--- src/rtl/multicycle_control_unit.sv ---
// Purpose : Moore FSM sequencing the multi-cycle RV32I datapath (memory, IR, PC, ALU muxes, regfile).
// Latency : outputs are a function of the current state only; CPI 3+W .. 5+2W with W = MEM_WAIT_CYCLES.
// Backpr. : none; memory states hold for MEM_WAIT_CYCLES extra cycles, HALT holds until reset.
// Ports   : clk/reset (sync, active-high); opcode, bcond, is_halted in; is_ecall, reg_write,
//           mem_read, mem_write, i_or_d, ir_write, mem_to_reg, alu_src_a, alu_src_b, alu_op,
//           pc_write, halted, state out.
module multicycle_control_unit #(
    parameter int MEM_WAIT_CYCLES = 0,
    parameter int WAIT_W          = 4
) (
    input  logic       clk,
    input  logic       reset,
    input  logic [6:0] opcode,
    input  logic       bcond,
    input  logic       is_halted,
    output logic       is_ecall,
    output logic       reg_write,
    output logic       mem_read,
    output logic       mem_write,
    output logic       i_or_d,
    output logic       ir_write,
    output logic       mem_to_reg,
    output logic       alu_src_a,
    output logic [1:0] alu_src_b,
    output logic [1:0] alu_op,
    output logic       pc_write,
    output logic       halted,
    output logic [3:0] state
);

    typedef enum logic [3:0] {
        S_IF       = 4'd0,
        S_ID       = 4'd1,
        S_EX_R     = 4'd2,
        S_EX_I     = 4'd3,
        S_EX_ADDR  = 4'd4,
        S_MEM_RD   = 4'd5,
        S_MEM_WR   = 4'd6,
        S_WB_ALU   = 4'd7,
        S_WB_MEM   = 4'd8,
        S_EX_BR    = 4'd9,
        S_BR_TAKEN = 4'd10,
        S_EX_JAL   = 4'd11,
        S_EX_JALR  = 4'd12,
        S_ECALL    = 4'd13,
        S_PC_INC   = 4'd14,
        S_HALT     = 4'd15
    } state_t;

    localparam logic [6:0] OP_R     = 7'b0110011;
    localparam logic [6:0] OP_I     = 7'b0010011;
    localparam logic [6:0] OP_LOAD  = 7'b0000011;
    localparam logic [6:0] OP_STORE = 7'b0100011;
    localparam logic [6:0] OP_BR    = 7'b1100011;
    localparam logic [6:0] OP_JAL   = 7'b1101111;
    localparam logic [6:0] OP_JALR  = 7'b1100111;
    localparam logic [6:0] OP_ECALL = 7'b1110011;

    localparam logic [WAIT_W-1:0] WAIT_LAST = WAIT_W'(MEM_WAIT_CYCLES);

    state_t            state_q, state_d;
    logic [WAIT_W-1:0] wait_q, wait_d;
    logic              halted_q, halted_d;
    logic              last;

    // A wait state completes once it has spent MEM_WAIT_CYCLES extra cycles.
    assign last   = (wait_q == WAIT_LAST);
    assign halted = halted_q;
    assign state  = state_q;

    always_ff @(posedge clk) begin
        if (reset) begin
            state_q  <= S_IF;
            wait_q   <= '0;
            halted_q <= 1'b0;
        end else begin
            state_q  <= state_d;
            wait_q   <= wait_d;
            halted_q <= halted_d;
        end
    end

    always_comb begin
        state_d    = state_q;
        halted_d   = halted_q;
        // Counter only advances while a wait state is stalling; leaving any state
        // zeroes it, so every entry to IF/MEM_RD/MEM_WR starts from 0.
        wait_d     = '0;
        is_ecall   = 1'b0;
        reg_write  = 1'b0;
        mem_read   = 1'b0;
        mem_write  = 1'b0;
        i_or_d     = 1'b0;
        ir_write   = 1'b0;
        mem_to_reg = 1'b0;
        alu_src_a  = 1'b0;
        alu_src_b  = 2'b00;
        alu_op     = 2'b00;
        pc_write   = 1'b0;

        case (state_q)
            S_IF: begin
                mem_read = 1'b1;
                ir_write = last;
                if (last) state_d = S_ID;
                else      wait_d  = wait_q + WAIT_W'(1);
            end
            S_ID: begin
                alu_src_b = 2'b01;
                case (opcode)
                    OP_R:              state_d = S_EX_R;
                    OP_I:              state_d = S_EX_I;
                    OP_LOAD, OP_STORE: state_d = S_EX_ADDR;
                    OP_BR:             state_d = S_EX_BR;
                    OP_JAL:            state_d = S_EX_JAL;
                    OP_JALR:           state_d = S_EX_JALR;
                    OP_ECALL:          state_d = S_ECALL;
                    default:           state_d = S_PC_INC;
                endcase
            end
            S_EX_R: begin
                alu_src_a = 1'b1;
                alu_op    = 2'b10;
                state_d   = S_WB_ALU;
            end
            S_EX_I: begin
                alu_src_a = 1'b1;
                alu_src_b = 2'b10;
                alu_op    = 2'b10;
                state_d   = S_WB_ALU;
            end
            S_EX_ADDR: begin
                alu_src_a = 1'b1;
                alu_src_b = 2'b10;
                state_d   = (opcode == OP_LOAD) ? S_MEM_RD : S_MEM_WR;
            end
            S_MEM_RD: begin
                mem_read = 1'b1;
                i_or_d   = 1'b1;
                if (last) state_d = S_WB_MEM;
                else      wait_d  = wait_q + WAIT_W'(1);
            end
            S_MEM_WR: begin
                mem_write = 1'b1;
                i_or_d    = 1'b1;
                if (last) state_d = S_PC_INC;
                else      wait_d  = wait_q + WAIT_W'(1);
            end
            S_WB_ALU, S_WB_MEM, S_PC_INC: begin
                reg_write  = (state_q != S_PC_INC);
                mem_to_reg = (state_q == S_WB_MEM);
                pc_write   = 1'b1;
                alu_src_b  = 2'b01;
                state_d    = S_IF;
            end
            S_EX_BR: begin
                alu_src_a = 1'b1;
                alu_op    = 2'b01;
                state_d   = bcond ? S_BR_TAKEN : S_PC_INC;
            end
            S_BR_TAKEN: begin
                pc_write  = 1'b1;
                alu_src_b = 2'b10;
                state_d   = S_IF;
            end
            S_EX_JAL, S_EX_JALR: begin
                // rd <= ALUOut, which still holds PC+4 from ID.
                reg_write = 1'b1;
                pc_write  = 1'b1;
                alu_src_a = (state_q == S_EX_JALR);
                alu_src_b = 2'b10;
                state_d   = S_IF;
            end
            S_ECALL: begin
                is_ecall = 1'b1;
                if (is_halted) begin
                    state_d  = S_HALT;
                    halted_d = 1'b1;
                end else begin
                    state_d  = S_PC_INC;
                end
            end
            S_HALT: begin
                state_d = S_HALT;
            end
            default: state_d = S_IF;
        endcase

        // Reset aborts the instruction immediately: no write may leak out this cycle.
        if (reset) begin
            is_ecall  = 1'b0;
            reg_write = 1'b0;
            mem_read  = 1'b0;
            mem_write = 1'b0;
            ir_write  = 1'b0;
            pc_write  = 1'b0;
        end
    end

endmodule
--- config.mk ---
export PLATFORM = sky130hd
export DESIGN_NAME = multicycle_control_unit
export DESIGN_NICKNAME = d
export VERILOG_FILES = /design/src/rtl/multicycle_control_unit.sv
export SDC_FILE = /design/constraint.sdc
export NUM_CORES = 1
export LEC_CHECK = 0
export BUFFER_PORTS_ARGS = -buffer_cell sky130_fd_sc_hd__buf_2
export CORE_MARGIN = 3
export CORE_UTILIZATION = 53
export DETAILED_ROUTE_END_ITERATION = 8
export PLACE_DENSITY = 0.92
export SLEW_MARGIN = 20
export SYNTH_ARGS = -nofsm -noshare
export SYNTH_HDL_FRONTEND = slang
export SYNTH_SLANG_ARGS = --single-unit
export TNS_END_PERCENT = 100
--- constraint.sdc ---
create_clock -name clk -period 2.7 [get_ports clk]
set_clock_uncertainty 0.2 [all_clocks]
set_input_delay 0.405 -clock clk [delete_from_list [all_inputs] [get_ports clk]]
set_output_delay 0.405 -clock clk [all_outputs]
set_load 0.01 [all_outputs]
## Word level (Yosys, flattened, before mapping)

Index checks and enable logic that the tools add are counted.

| operators by class | value |
|---|---|
| $add $sub $neg | 1 |
| equality and inequality tests | 27 |
| mux-type cells | 25 |
| bitwise logic cells | 1 |
| reductions and logical operators | 16 |

Operators by type and width:

| cell | number |
|---|---|
| 4-bit case mux with 10 select lines | 1 |
| 4-bit equality test, second input constant | 8 |
| 7-bit equality test, second input constant | 4 |
| 4-bit case mux with 7 select lines | 1 |
| 4-bit by 3-bit equality test with 1-bit output, second input constant | 4 |
| 7-bit by 6-bit equality test with 1-bit output, second input constant | 2 |
| 1-bit 2-to-1 mux | 14 |
| 4-bit 2-to-1 mux | 3 |
| 2-bit OR reduction | 5 |
| 3-bit OR reduction | 3 |
| 4-bit by 2-bit equality test with 1-bit output, second input constant | 2 |
| 4-bit logical NOT | 2 |
| 2-bit case mux with 2 select lines | 2 |
| 4-bit OR reduction | 2 |
| 7-bit by 2-bit equality test with 1-bit output, second input constant | 1 |
| 7-bit by 5-bit equality test with 1-bit output, second input constant | 1 |
| 2-bit inequality test, second input constant | 3 |
| 6-bit OR reduction | 1 |
| 5-bit OR reduction | 1 |
| 4-bit by 1-bit adder with 4-bit output, second input constant | 1 |
| 4-bit by 1-bit equality test with 1-bit output, second input constant | 1 |
| 4-bit inequality test, second input constant | 1 |
| 1-bit case mux with 2 select lines | 2 |
| 3-bit 2-to-1 mux | 1 |
| 4 further kinds | 4 |

| storage, ports and cells | value |
|---|---|
| register bits | 9 |
| input bits | 11 |
| output and inout bits | 18 |
| word-level logic and storage cells | 73 |

## Logic depth before layout (Yosys ltp)

| depth | value |
|---|---|
| word-level depth | 4 |
| mapped depth | 6 |
| depth with buffers taken out | 6 |

## Worst setup path after synthesis

OpenSTA, ideal clock, no wires.

| timing | value |
|---|---|
| path type | register -> output |
| start point | register state_q[2], in the netlist state[2] |
| end point | output mem_read |
| data arrival time | 1.383 ns |
| path slack | 0.712 ns |
| stages on the path, launching flop included | 5 |
| cell sequence | dfxtp_1 > buf_2 > buf_2 > xor2_1 > nor4_1 |

| between the ends | value |
|---|---|
| cells in the longest elaborated chain, start to end | 4 |
| elaborated cells on any way between the ends | 5 |
| those cells by class | eq/ne: 1; mux: 2; reduce/logical: 2 |

Ends and longest elaborated chain:

| what | line | RTL |
|---|---|---|
| start: declaration | 61 | `state_t state_q, state_d;` |
| start signal: assignment | 77 | `state_q <= state_d;` |
| 4-bit by 3-bit equality test with 1-bit output / 4-bit logical NOT (equally long branches) | 101 | `case (state_q)` |
| 2-bit OR reduction (no source line) (*) | - |  |
| 1-bit 2-to-1 mux (*) | 101 |  |
| 1-bit 2-to-1 mux (*) | 190 | `if (reset) begin` |
| end: declaration | 18 | `output logic mem_read,` |

Mark *: on every way between the ends. The rest lies on a longest branch, timed or not.

## Worst setup path in the final report

| timing | value |
|---|---|
| start point | register state_q[3], in the netlist state[3] |
| end point | output is_ecall |

| between the ends | value |
|---|---|
| cells in the longest elaborated chain, start to end | 3 |

Ends and longest elaborated chain:

| what | line | RTL |
|---|---|---|
| 4-bit equality test | 101 |  |
| 1-bit 2-to-1 mux | 101 |  |
| 1-bit 2-to-1 mux | 190 |  |
| end: declaration | 16 | `output logic is_ecall,` |

No other way between the ends.

==> run_results.csv <==
group,metric,value,unit
logic_synthesis,synth_cell_type_count,44,
global_routing,grt_max_degree,28,
global_routing,antenna_found_initial,0,
worst_setup_path,crit-reg2reg-launch,"state[3]",
cts,h-tree-depth,1,
floorplan,start_util,0.5714,
timing,relSlewSlack,0.3709,
power_and_ir_drop,ir_drop,0.5498,mV
placement,place_ws,0.5467,ns
cts,clkSinkCount,9,
cts,clock-root-buffer,"clkbuf_4",
worst_setup_path,worstSetupPathType,"flip-flop to output port",
routing,wl_met1,899,um
global_routing,grt_first_pass_wirelength,3339,um
cts,hold_buffers,0,
placement,place.detailed.hpwl,1656,um
worst_setup_path,crit_required,2.10,ns
worst_setup_path,reg2reg_depth,4,
floorplan,die_h,46.77,um
worst_setup_path,cp-end-kind,"output port",
power_and_ir_drop,power_density,1115,nW/um^2
cts,cts_tree,"done",
final_layout,layout_common_cells,"buf_2, nor2_1, a21oi_1",
timing,fin_tns_setup,0,ns
routing,top_layer,"met4",
worst_hold_path,holdPathStages,3,
timing,post-route-period-util,0.9250,
global_routing,gr-usage-all-layers,0.2143,
final_layout,nets,157,
worst_setup_path,arrival,1.89,ns
global_routing,grt_pass1_vias,803,
final_layout,synthToLayoutAreaGrowth,17.47,%
timing,setup_viol,0,
timing,worst_pin_slew,0.9424,ns
timing,finalHoldViolations,0,
logic_synthesis,netlist_area,880.8,sq um
logic_synthesis,ys_ff_latch,9,
floorplan,ios,29,
worst_setup_path,worstPathMaxFanout,27,
cts,clockBufferDepth,2,
routing,wl_met3,175,um
outcome,status,"finished clean",
logic_synthesis,synthFlopType,"dfxtp_1",
worst_setup_path,r2r_setup_slack,0.55,ns
worst_hold_path,hold_path_startpoint,"is_halted",
timing,finalMaxSlewViolations,0,
placement,portBuffers,28,
worst_hold_path,min_to,"halted",
routing,drc,0,
power_and_ir_drop,p_total,1.154,mW
placement,postPlaceCellArea,1008,sq um
final_layout,final_area,1035,sq um
final_layout,n_antenna_cell,0,
logic_synthesis,synth_edf_count,0,
cts,cts_resized,0,
worst_setup_path,rr_endpoint,"state[1]",
global_routing,grt_overflow,0,
cts,path_clk_slew,0.06,ns
logic_synthesis,synth_cells,118,
routing,vias,933,
routing,vias_per_cell,5.868,
timing,whs,0.2433,ns
timing,max_freq,0.4004,GHz
timing,fin_ws,0.2026,ns
logic_synthesis,async_reset_ff_frac,0,
floorplan,core,1541,sq um
logic_synthesis,ys_warn_count,0,
floorplan,die_w,46.77,um
final_layout,fill_cells,135,
routing,wl_per_cell,13.72,um
final_layout,final_common_cell,"buf_2",
floorplan,die_area,2187,sq um
timing,period_needed,2.497,ns
final_layout,drive_gt1_frac,0.3007,
cts,clk_latency,0.26,ns
routing,drt_first_pass_iters,4,
routing,drtIter0Drc,21,
worst_setup_path,startpoint_type,"flip-flop",
floorplan,num_rows,14,
logic_synthesis,seq_area_frac_synth,0.2045,
routing,detail-route-antenna-nets,0,
cts,cts_made_buffers,3,
worst_hold_path,hold_class,"input port to flip-flop",
logic_synthesis,avgSynthCellArea,7.465,sq um
routing,drt_wl_total,2181,um
routing,route.met2.wl,1082,um
power_and_ir_drop,leakagePower,0.4666,nW
cts,post_cts_buffers,0,
logic_synthesis,synth_nets,131,
placement,place.gp.congestion,0.7651,
job,cap_violations,0,
timing,rsz0062_at_grt,"false",
flip-flops by register name, summed over array words and instances, names as in the netlist:
register  flops
state         4
wait_q        4
halted        1
critical path, stage by stage (launching register included):
cell     delay, ns
dfxtp_1       0.94
nand2_1       0.25
nor3b_1       0.26
buf_2         0.17
Yosys cell counts, types with 2 or more instances:
library cell / count / area [sq um]
nor2_1: 20 / 75.07
a21oi_1: 10 / 50.05
dfxtp_1: 9 / 180.2
nand2_1: 8 / 30.03
buf_2: 5 / 25.02
o21ai_0: 5 / 25.02
xor2_1: 5 / 43.79
nor3_1: 4 / 20.02
nand3_1: 3 / 15.01
nor2b_1: 3 / 18.77
a21o_1: 2 / 15.01
a41oi_1: 2 / 17.52
buf_1: 2 / 7.510
ha_1: 2 / 25.02
inv_1: 2 / 7.510
nand2b_1: 2 / 12.51
nor2b_4: 2 / 27.53
nor3b_1: 2 / 15.01
nor3b_2: 2 / 25.02
nor4_1: 2 / 12.51
o21ai_1: 2 / 10.01
xnor2_1: 2 / 17.52
per-layer routing:
metal | global-route usage | vias to the layer above
li1 | - | 473
met1 | 0.2500 | 415
met2 | 0.3631 | 41
met3 | 0.06897 | 4
met4 | 0.08287 | 0
met5 | 0 | -
cell families (layout without fill, tap and decap cells):
| logic type | count (synthesis) | count (layout) | share of synthesized area |
|---|---|---|---|
| xor gates and xnor gates | 7 | 7 | 0.06960 |
| buffers and inverters | 11 | 36 | 0.06250 |
| adders and majority gates | 2 | 2 | 0.02840 |
| DFF | 9 | 9 | 0.2045 |
| muxes | 2 | 2 | 0.02415 |
| AOI/OAI and AO/OA | 31 | 31 | 0.2472 |
| and+or+nand+nor | 56 | 56 | 0.3636 |
how the worst max path moves through the flow:
stage          slack (ns)  startpoint        end
6_report             0.20    state[3]   is_ecall
5_1_grt              0.09    state[3]   is_ecall
4_1_cts              0.25    state[3]   is_ecall
3_5_place_dp         0.55    state[3]   is_ecall
3_3_place_gp         0.63    state[1]  mem_write
2_1_floorplan        0.71    state[2]   mem_read
area by class of cell:
type	count	area, sq um	area share
inverter	2	7.507	0.007255
timing repair buffer	30	155.1	0.1499
multi-input combinational	98	645.6	0.6239
sequential	9	180.2	0.1741
tap	16	20.02	0.01935
clock buffer	4	26.28	0.02539
through the flow:
stage	util	instances
2_1_floorplan	-	118
3_3_place_gp	0.6542	155
3_5_place_dp	0.6542	155
4_1_cts	0.6713	159
5_1_grt	0.6713	159
6_report	0.6713	159
where the power goes:
group	leakage, nW	switching, mW	internal, mW
registers	0.0731	0.121	0.163
logic	0.379	0.418	0.349
clock network	0.0150	0.0463	0.0569
(Power assumes the default switching activity.)
